### src/rtl/multdiv_pkg.sv
// Shared constants and types for the multiply/divide sequencer and the
// execute-stage decode that routes opcodes to it.
package multdiv_pkg;

  localparam int DIV_ITERS = 32;
  localparam int CNT_W     = $clog2(DIV_ITERS);

  localparam logic [4:0] ALU_OP_MUL = 5'b00110;
  localparam logic [4:0] ALU_OP_DIV = 5'b00111;

  typedef enum logic [2:0] {
    ST_IDLE = 3'd0,
    ST_MUL  = 3'd1,
    ST_DIV  = 3'd2,
    ST_FIX  = 3'd3,
    ST_DONE = 3'd4
  } state_t;

  function automatic logic [31:0] abs32(input logic [31:0] v);
    return v[31] ? (~v + 32'd1) : v;
  endfunction

endpackage

### src/rtl/multdiv_sequencer_if.sv
// Pipeline-facing bundle of the multiply/divide sequencer, plus FSM state for observation.
interface multdiv_sequencer_if;
  import multdiv_pkg::*;

  // Handshake: a start (ctrl_MULT/ctrl_DIV) is accepted only while busy=0;
  // data_resultRDY is a one-cycle completion pulse with result/tag valid that cycle.
  logic        ctrl_MULT;
  logic        ctrl_DIV;
  logic [31:0] data_operandA;
  logic [31:0] data_operandB;
  logic [4:0]  ctrl_dest;
  logic [31:0] data_result;
  logic        data_exception;
  logic        data_resultRDY;
  logic [4:0]  result_dest;
  logic        busy;
  state_t      fsm_state;

  modport master (
    output ctrl_MULT, ctrl_DIV, data_operandA, data_operandB, ctrl_dest,
    input  data_result, data_exception, data_resultRDY, result_dest, busy, fsm_state
  );

  modport slave (
    input  ctrl_MULT, ctrl_DIV, data_operandA, data_operandB, ctrl_dest,
    output data_result, data_exception, data_resultRDY, result_dest, busy, fsm_state
  );

endinterface

### src/rtl/div_step_32.sv
// One restoring-division iteration: shift the next dividend bit into the
// remainder and subtract the divisor when it fits.
module div_step_32 (
  input  logic [32:0] rem,
  input  logic [31:0] quo,
  input  logic [31:0] divisor,
  output logic [32:0] rem_next,
  output logic [31:0] quo_next
);
  logic [32:0] shifted;
  logic        unused_rem_msb;

  // After any completed step the remainder is below the divisor, so bit 32 is always clear.
  assign unused_rem_msb = rem[32];

  always_comb begin
    shifted  = {rem[31:0], quo[31]};
    rem_next = shifted;
    quo_next = {quo[30:0], 1'b0};
    if (shifted >= {1'b0, divisor}) begin
      rem_next    = shifted - {1'b0, divisor};
      quo_next[0] = 1'b1;
    end
  end

endmodule

### src/rtl/wallace_mult_32s.sv
// Signed 32x32 multiplier: low product word plus a flag when the full
// product does not fit in 32 signed bits.
module wallace_mult_32s (
  input  logic [31:0] a,
  input  logic [31:0] b,
  output logic [31:0] product,
  output logic        overflow
);
  logic signed [63:0] full;

  assign full     = $signed(a) * $signed(b);
  assign product  = full[31:0];
  assign overflow = (full[63:32] != {32{full[31]}});

endmodule

### src/rtl/multdiv_sequencer.sv
// Multi-cycle mul/div unit beside the ALU: one registered multiplier pass or a
// 32-step restoring divide, stalling the pipeline via busy until the RDY pulse.
module multdiv_sequencer
  import multdiv_pkg::*;
(
  input  logic                clock,
  input  logic                reset,
  multdiv_sequencer_if.slave  bus
);

  state_t             state, state_next;
  logic [CNT_W-1:0]   count;
  logic [31:0]        op_a, op_b;
  logic [32:0]        rem;
  logic [31:0]        quo, div_abs;
  logic               sign_a, sign_b;
  logic [4:0]         dest_q;
  logic [31:0]        result_q;
  logic               exc_q;
  logic [4:0]         result_dest_q;
  logic [32:0]        rem_step;
  logic [31:0]        quo_step, prod_lo;
  logic               prod_ovf, can_start, start_mul, start_div;

  // Multiply has priority when both starts arrive together.
  assign can_start = (state == ST_IDLE) || (state == ST_DONE);
  assign start_mul = can_start && bus.ctrl_MULT;
  assign start_div = can_start && bus.ctrl_DIV && !bus.ctrl_MULT;

  wallace_mult_32s u_mult (.a(op_a), .b(op_b), .product(prod_lo), .overflow(prod_ovf));

  div_step_32 u_step (
    .rem(rem), .quo(quo), .divisor(div_abs), .rem_next(rem_step), .quo_next(quo_step)
  );

  always_ff @(posedge clock or posedge reset) begin
    if (reset) state <= ST_IDLE;
    else       state <= state_next;
  end

  always_comb begin
    state_next = state;
    case (state)
      ST_IDLE, ST_DONE: begin
        if (start_mul)      state_next = ST_MUL;
        else if (start_div) state_next = (bus.data_operandB == 32'd0) ? ST_DONE : ST_DIV;
        else                state_next = ST_IDLE;
      end
      ST_MUL:  state_next = ST_DONE;
      ST_DIV:  state_next = (count == CNT_W'(DIV_ITERS - 1)) ? ST_FIX : ST_DIV;
      ST_FIX:  state_next = ST_DONE;
      default: state_next = ST_IDLE;
    endcase
  end

  always_ff @(posedge clock or posedge reset) begin
    if (reset) begin
      count         <= '0;
      op_a          <= '0;
      op_b          <= '0;
      rem           <= '0;
      quo           <= '0;
      div_abs       <= '0;
      sign_a        <= 1'b0;
      sign_b        <= 1'b0;
      dest_q        <= '0;
      result_q      <= '0;
      exc_q         <= 1'b0;
      result_dest_q <= '0;
    end else begin
      case (state)
        ST_IDLE, ST_DONE: begin
          if (start_mul) begin
            op_a   <= bus.data_operandA;
            op_b   <= bus.data_operandB;
            dest_q <= bus.ctrl_dest;
          end else if (start_div) begin
            dest_q  <= bus.ctrl_dest;
            count   <= '0;
            rem     <= '0;
            quo     <= abs32(bus.data_operandA);
            div_abs <= abs32(bus.data_operandB);
            sign_a  <= bus.data_operandA[31];
            sign_b  <= bus.data_operandB[31];
            if (bus.data_operandB == 32'd0) begin
              result_q      <= '0;
              exc_q         <= 1'b1;
              result_dest_q <= bus.ctrl_dest;
            end
          end
        end
        ST_MUL: begin
          result_q      <= prod_lo;
          exc_q         <= prod_ovf;
          result_dest_q <= dest_q;
        end
        ST_DIV: begin
          rem   <= rem_step;
          quo   <= quo_step;
          count <= count + 1'b1;
        end
        ST_FIX: begin
          result_dest_q <= dest_q;
          // Same signs with bit 31 set only arises from -2^31 / -1.
          if (sign_a != sign_b) begin
            result_q <= ~quo + 32'd1;
            exc_q    <= 1'b0;
          end else if (quo[31]) begin
            result_q <= 32'h8000_0000;
            exc_q    <= 1'b1;
          end else begin
            result_q <= quo;
            exc_q    <= 1'b0;
          end
        end
        default: ;
      endcase
    end
  end

  assign bus.data_result    = result_q;
  assign bus.data_exception = exc_q;
  assign bus.result_dest    = result_dest_q;
  assign bus.data_resultRDY = (state == ST_DONE);
  assign bus.busy           = (state == ST_MUL) || (state == ST_DIV) || (state == ST_FIX);
  assign bus.fsm_state      = state;

endmodule

### src/flat_wrapper.sv
// flat-port wrapper written by rule: the top's interface ports become plain ports
module multdiv_sequencer_flat import multdiv_pkg::*;
  (clock, reset, bus_ctrl_MULT, bus_ctrl_DIV, bus_data_operandA, bus_data_operandB, bus_ctrl_dest, bus_data_result, bus_data_exception, bus_data_resultRDY, bus_result_dest, bus_busy, bus_fsm_state);
  multdiv_sequencer_if bus_i ();
  input  logic clock;
  input  logic reset;
  input wire logic [$bits(bus_i.ctrl_MULT)-1:0] bus_ctrl_MULT;
  input wire logic [$bits(bus_i.ctrl_DIV)-1:0] bus_ctrl_DIV;
  input wire logic [$bits(bus_i.data_operandA)-1:0] bus_data_operandA;
  input wire logic [$bits(bus_i.data_operandB)-1:0] bus_data_operandB;
  input wire logic [$bits(bus_i.ctrl_dest)-1:0] bus_ctrl_dest;
  output wire logic [$bits(bus_i.data_result)-1:0] bus_data_result;
  output wire logic [$bits(bus_i.data_exception)-1:0] bus_data_exception;
  output wire logic [$bits(bus_i.data_resultRDY)-1:0] bus_data_resultRDY;
  output wire logic [$bits(bus_i.result_dest)-1:0] bus_result_dest;
  output wire logic [$bits(bus_i.busy)-1:0] bus_busy;
  output wire logic [$bits(bus_i.fsm_state)-1:0] bus_fsm_state;
  assign bus_i.ctrl_MULT = bus_ctrl_MULT;
  assign bus_i.ctrl_DIV = bus_ctrl_DIV;
  assign bus_i.data_operandA = bus_data_operandA;
  assign bus_i.data_operandB = bus_data_operandB;
  assign bus_i.ctrl_dest = bus_ctrl_dest;
  assign bus_data_result = bus_i.data_result;
  assign bus_data_exception = bus_i.data_exception;
  assign bus_data_resultRDY = bus_i.data_resultRDY;
  assign bus_result_dest = bus_i.result_dest;
  assign bus_busy = bus_i.busy;
  assign bus_fsm_state = bus_i.fsm_state;
  multdiv_sequencer u_core (.clock(clock), .reset(reset), .bus(bus_i));
endmodule
### config.mk
export PLATFORM = sky130hd
export DESIGN_NAME = multdiv_sequencer_flat
export DESIGN_NICKNAME = d
export VERILOG_FILES = /design/src/rtl/multdiv_pkg.sv /design/src/rtl/multdiv_sequencer_if.sv /design/src/rtl/div_step_32.sv /design/src/rtl/wallace_mult_32s.sv /design/src/rtl/multdiv_sequencer.sv /design/src/flat_wrapper.sv
export SDC_FILE = /design/constraint.sdc
export NUM_CORES = 2
export LEC_CHECK = 0
export CAP_MARGIN = 40
export CELL_PAD_IN_SITES_DETAIL_PLACEMENT = 0
export CELL_PAD_IN_SITES_GLOBAL_PLACEMENT = 2
export CORE_MARGIN = 10
export CORE_UTILIZATION = 46
export CTS_CLUSTER_SIZE = 20
export DETAILED_ROUTE_END_ITERATION = 8
export GPL_TIMING_DRIVEN = 0
export PLACE_DENSITY_LB_ADDON = 0.1
export SETUP_SLACK_MARGIN = 0.15
export SYNTH_ARGS = -nofsm -noshare
export SYNTH_HDL_FRONTEND = slang
export SYNTH_SLANG_ARGS = --single-unit
### constraint.sdc
create_clock -name clock -period 18 [get_ports clock]
set_clock_uncertainty 0.1 [all_clocks]
set_input_delay 4.5 -clock clock [delete_from_list [all_inputs] [get_ports clock]]
set_output_delay 4.5 -clock clock [all_outputs]
set_load 0.01 [all_outputs]
# ---- Word-level counts from Yosys, hierarchy flattened
# Cells that the tools add are included.
dict set report totals {
  output_inout_bits 43
  ff_bits 213
}
dict set report classes {
  n_mul 1
  add_sub_neg 5
  bitwise_logic 4
  muxes 36
  n_lt_le_gt_ge 1
  reduce_logical 21
  n_eq_ne 10
}
# cell count
set op_table {}
lappend op_table {{two-way mux 32 bit} 12}
lappend op_table {{case mux 32 bit (2 select lines)} 2}
lappend op_table {{adder 32 x 1 -> 32 bit (second input constant)} 3}
lappend op_table {{NOT 32 bit} 3}
lappend op_table {{case mux 32 bit (3 select lines)} 1}
lappend op_table {{multiplier 32 x 32 -> 64 bit} 1}
lappend op_table {{two-way mux 5 bit} 7}
lappend op_table {{>= comparator 33 x 32 -> 1 bit} 1}
lappend op_table {{zero test 32 bit} 1}
lappend op_table {{inequality test 32 bit} 1}
lappend op_table {{subtractor 32 bit} 1}
lappend op_table {{case mux 5 bit (2 select lines)} 2}
lappend op_table {{two-way mux 3 bit} 3}
lappend op_table {{case mux 3 bit (3 select lines)} 1}
lappend op_table {{AND reduction 4 bit} 2}
lappend op_table {{two-way mux 1 bit} 7}
lappend op_table {{== test 3 x 2 -> 1 bit (second input constant)} 2}
lappend op_table {{AND reduction 3 bit} 2}
lappend op_table {{nonzero test 2 bit} 3}
lappend op_table {{adder 5 x 1 -> 5 bit (second input constant)} 1}
lappend op_table {{== test 5 bit (second input constant)} 1}
lappend op_table {{inequality test 2 x 1 -> 1 bit (second input constant)} 2}
lappend op_table {{AND reduction 2 bit} 2}
lappend op_table {{OR reduction 2 bit} 2}
lappend op_table {{other kinds (11)} 15}

# ---- Logic depth before layout (Yosys ltp)
dict set report depth {
  ltp_word 7
  depth_mapped 32
  ltp_nobuf 30
}

# ---- Hierarchy
# From an unflattened synthesis, not the netlist that was laid out.
dict set report unflattened {
  cells_unflattened 5112
  hier_area_um2 49038.3
}
# mod instances cells_each seq_area_each_um2 area_per_inst_um2
set modules_own_cells {}
lappend modules_own_cells {wallace_mult_32s 1 3725 0.0 35641.7}
lappend modules_own_cells {multdiv_sequencer 1 988 5355.1 10588.9}
lappend modules_own_cells {div_step_32 1 399 0.0 2807.7}

# ---- Least setup slack after synthesis
# Ideal clock, no wire load.
dict set report synth_timing {
  kind {register to register}
  startpoint {reg u_core.op_a[31]}
  endpoint {reg u_core.exc_q, in the netlist u_core.bus.data_exception}
  setup_ns 0.134
  period_less_slack_ns 8.669
  arrival_ns 8.435
  path_stages_with_launch 27
  setup_slack_ns 9.331
  cell_sequence {dfrtp_1 > clkbuf_1 > nand2_1 > inv_1 > fa_1 > inv_1 > fa_1 > inv_1 > fa_1 > fa_1 > inv_1 > fa_1 > fa_1 > fa_1 > fa_1 > inv_1 > ha_1 > clkbuf_1 > nand4_1 > or3_1 > o21bai_1 > nor3b_1 > mux2_2 > nor4_1 > mux2i_1 > a2111oi_0 > a21oi_1}
}
dict set report synth_between {
  elab_chain_cells 3
}
# item line_no
set synth_rtl {}
lappend synth_rtl {{from (decl)} multdiv_sequencer.sv:13} ;# logic [31:0] op_a, op_b;
lappend synth_rtl {{from (signal assigned)} multdiv_sequencer.sv:74} ;# op_a <= bus.data_operandA;
lappend synth_rtl {{multiplier 32 x 32 -> 64 bit} wallace_mult_32s.sv:11} ;# assign full = $signed(a) * $signed(b);
lappend synth_rtl {{inequality test 32 bit} wallace_mult_32s.sv:13} ;# assign overflow = (full[63:32] != {32{full[31]}});
lappend synth_rtl {{case mux 1 bit (3 select lines)} multdiv_sequencer.sv:71} ;# case (state)
lappend synth_rtl {{to (signal assigned)} multdiv_sequencer.sv:94} ;# exc_q <= prod_ovf;
lappend synth_rtl {{to (decl)} multdiv_sequencer.sv:19} ;# logic exc_q;
# Every way passes these cells.
# A chain may end at the register's enable or synchronous reset.

# ---- Worst setup path in the final report
dict set report layout_timing {
  startpoint {reg u_core.op_b[18]}
  endpoint {reg u_core.exc_q, in the netlist u_core.bus.data_exception}
}
dict set report layout_between {
  elab_chain_cells 3
}
# item line_no
set layout_rtl {}
lappend layout_rtl {{from (decl)} multdiv_sequencer.sv:13}
lappend layout_rtl {{from (signal assigned)} multdiv_sequencer.sv:75} ;# op_b <= bus.data_operandB;
lappend layout_rtl {{multiplier 32 x 32 -> 64 bit} wallace_mult_32s.sv:11}
lappend layout_rtl {{inequality test 32 bit} wallace_mult_32s.sv:13}
lappend layout_rtl {{case mux 1 bit (3 select lines)} multdiv_sequencer.sv:71}
# Every way passes these cells.

==> run summary <==
initial antenna violation count - 22
count leader, synth - fa_1
CP max-delay cell - dfrtp_1
vias in the first global route - 40,181
final hold violation count - 0
antenna-violating nets left - 0
Synth Register Bits - 213
final worst-path cycle share - 62.22%
layout net count - 6,660
Ys Warns - 0
RSZ-0062 raised after global routing - false
largest net degree at the start of global routing - 114
Reg2Reg Setup Slack - 6.80 ns
total negative slack - 0 ns
CTS tree - built
Max Root-Sink Buffers - 3
worst slew pin tran - 0.9998 ns
Cells after DPL - 6,636
Detailed Place HPWL - 164,100 um
final WL - 191,900 um
FF-to-FF path depth - 28
DRT iter0 DRCs - 3,531
Num CTS Buffers - 24
Fin Hold WS - 0.3762 ns
ys async rst share - 100.0%
busiest grt layer - met2
# clock sinks - 213
crit path DAT - 11.45 ns
post-cts sizing count - 0
CP most frequent cell - fa_1
start point of the critical path - u_core.op_b[18]
syn avg cell area - 9.507 um^2
fraction of layout cells with a size suffix above 1 - 4.189%
Mapped Area - 0.04801 mm^2
Die H - 343.1 um
syn nets - 6,427
Post-synth EDFFs - 0
count of different cell masters after synthesis - 79
ys flop type - dfrtp_1
Commonest cells post-synth - 1,083 x fa_1, 804 x inv_1, 745 x nand2_1
# setup viols final - 0
Reg-to-Reg End - u_core.bus.data_exception
Final WS setup - 6.801 ns
cell count along the critical path - 28
core area - 0.1036 mm^2
Critical Path RT - 18.25 ns
post-synth top area cell - fa_1
worst r2r src - u_core.op_b[18]
final non-filler cell total - 6,687
grt met2 use - 51.57%
Hold-fix buffers, CTS - 0
via count - 37,892
Setup Buffers After CTS - 0
dpl ws - 7.024 ns
routing usage on met3 - 5.683%
Starting Density - 46.32%
Port Buf Inserts - 115
DRC viols - 0
drt pass-1 iters - 7
Area Overhead vs Synth - 10.22%
Critical Path End - u_core.bus.data_exception
Synth area leaders - fa_1 45%, dfrtp_1 11%, inv_1 6.3%
num rows - 118
max-slew violations - 0
WL/cell - 28.69 um
GRT Residual Overflow - 0
clk slew on worst S/H paths - 0.06 ns
Cells after Synth - 5,050
Period minus WS final - 11.20 ns
worst min path class - reg -> reg
Placer Congestion - 0.9893
outcome - completed
first-pass GRT wire length - 280,600 um
Setup crit start kind - flip-flop
CP peak stage delay - 0.86 ns
CP delay by family, top - adder cells
kind of critical path - reg -> reg
f_max - 89.29 MHz
CTS root buf - clkbuf_16
CP Capture Type - flip-flop
Yosys top cell area share - 45.16%
IO Count - 116
met1 usage - 43.63%
Clock Latency Late Sink - 0.54 ns
via/cell ratio - 5.667
slew margin rel. - 33.35%
die area - 0.1177 mm^2
Total GRT Usage - 32.92%
Crit Path Max Fanout - 10
Seq/Total Area, Yosys - 11.10%
Die X-Extent - 343.1 um
combined buffer and inverter count along the critical path - 6
maximum level of the CTS H-tree - 1
max-cap viol count - 0
-- area by class of cell --
| type | instances | area, um^2 |
|---|---|---|
| diodes | 7 | 17.52 |
| well taps | 1380 | 1727 |
| clock inverters | 5 | 78.83 |
| plain buffers | 279 | 1064 |
| flip-flops and latches | 213 | 5330 |
| repair buffers | 207 | 2344 |
| inverters | 806 | 3033 |
| fillers | 10022 | 50730 |
| clock buffers | 38 | 734.5 |
| multi-input cells | 3752 | 38590 |
-- sequential cells by signal (all words and copies together), names as in the netlist, 5 cells and up --
signal                  cells
u_core.bus.data_result     32
u_core.bus.result_dest      5
u_core.count                5
u_core.dest_q               5
u_core.div_abs             32
u_core.op_a                32
u_core.op_b                32
u_core.quo                 32
u_core.rem                 32
-- stage by stage --
step | cell area (um^2) | util [%]
2_1_floorplan | 48010 | -
5_1_grt | 52910 | 51.05
4_1_cts | 52890 | 51.03
3_3_place_gp | 50890 | 49.10
3_5_place_dp | 52080 | 50.25
6_report | 52920 | 51.06
-- cells in the final DEF, fill, tap and decap left out, types with 26 or more instances in the layout --
cell type        count
a21o_1              45
a21oi_1            113
a22oi_1             42
and2_1             458
buf_6               48
buf_8               36
clkbuf_1           278
clkdlybuf4s50_1    115
dfrtp_1            213
fa_1              1083
ha_1               221
inv_1              803
mux2_2              71
mux2i_1             33
nand2_1            745
nand2b_1            43
nand3_1             34
nor2_1             104
nor3_1              39
o21ai_0            209
o31ai_1             27
or3_1               26
xnor2_1             70
xor2_1             100
-- logic make-up (layout without fill, tap and decap cells) --
kind of cell | after synthesis | in the layout | share of synthesized area, %
and+or+nand+nor | 1568 | 1568 | 16.01
adders and majority gates | 1304 | 1304 | 50.92
buffers and inverters | 1085 | 1335 | 8.517
AOI/OAI and AO/OA | 606 | 606 | 8.001
DFF | 213 | 213 | 11.10
xor gates and xnor gates | 170 | 170 | 3.101
muxes | 104 | 104 | 2.353
other | 0 | 7 | 0
-- worst min path at each step --
stage / slack, ns / depth (start not counted) / from / to
after floorplan: 0.35 / 2 / u_core.div_abs[10] / u_core.div_abs[10]
after global placement: 0.36 / 2 / u_core.bus.data_result[1] / u_core.bus.data_result[1]
after detailed placement: 0.37 / 2 / u_core.bus.data_result[1] / u_core.bus.data_result[1]
after CTS: 0.38 / 2 / u_core.bus.data_result[1] / u_core.bus.data_result[1]
after global routing: 0.41 / 2 / u_core.div_abs[4] / u_core.div_abs[4]
final: 0.38 / 2 / u_core.bus.data_result[1] / u_core.bus.data_result[1]
-- layer usage --
layer,up-vias,routed length [um]
met1,19751,76990
li1,16100,-
met5,-,58
met4,8,12680
met3,394,15440
met2,1639,86710
-- tightest hold or removal path, stage by stage (launching register included) --
cell	delay, ns
dfrtp_1	0.34
nand2_1	0.04
o21ai_0	0.06
Power is left out: the tool's default activity adds up to more than one toggle a clock period on the data nets, which glitch-free logic cannot reach.
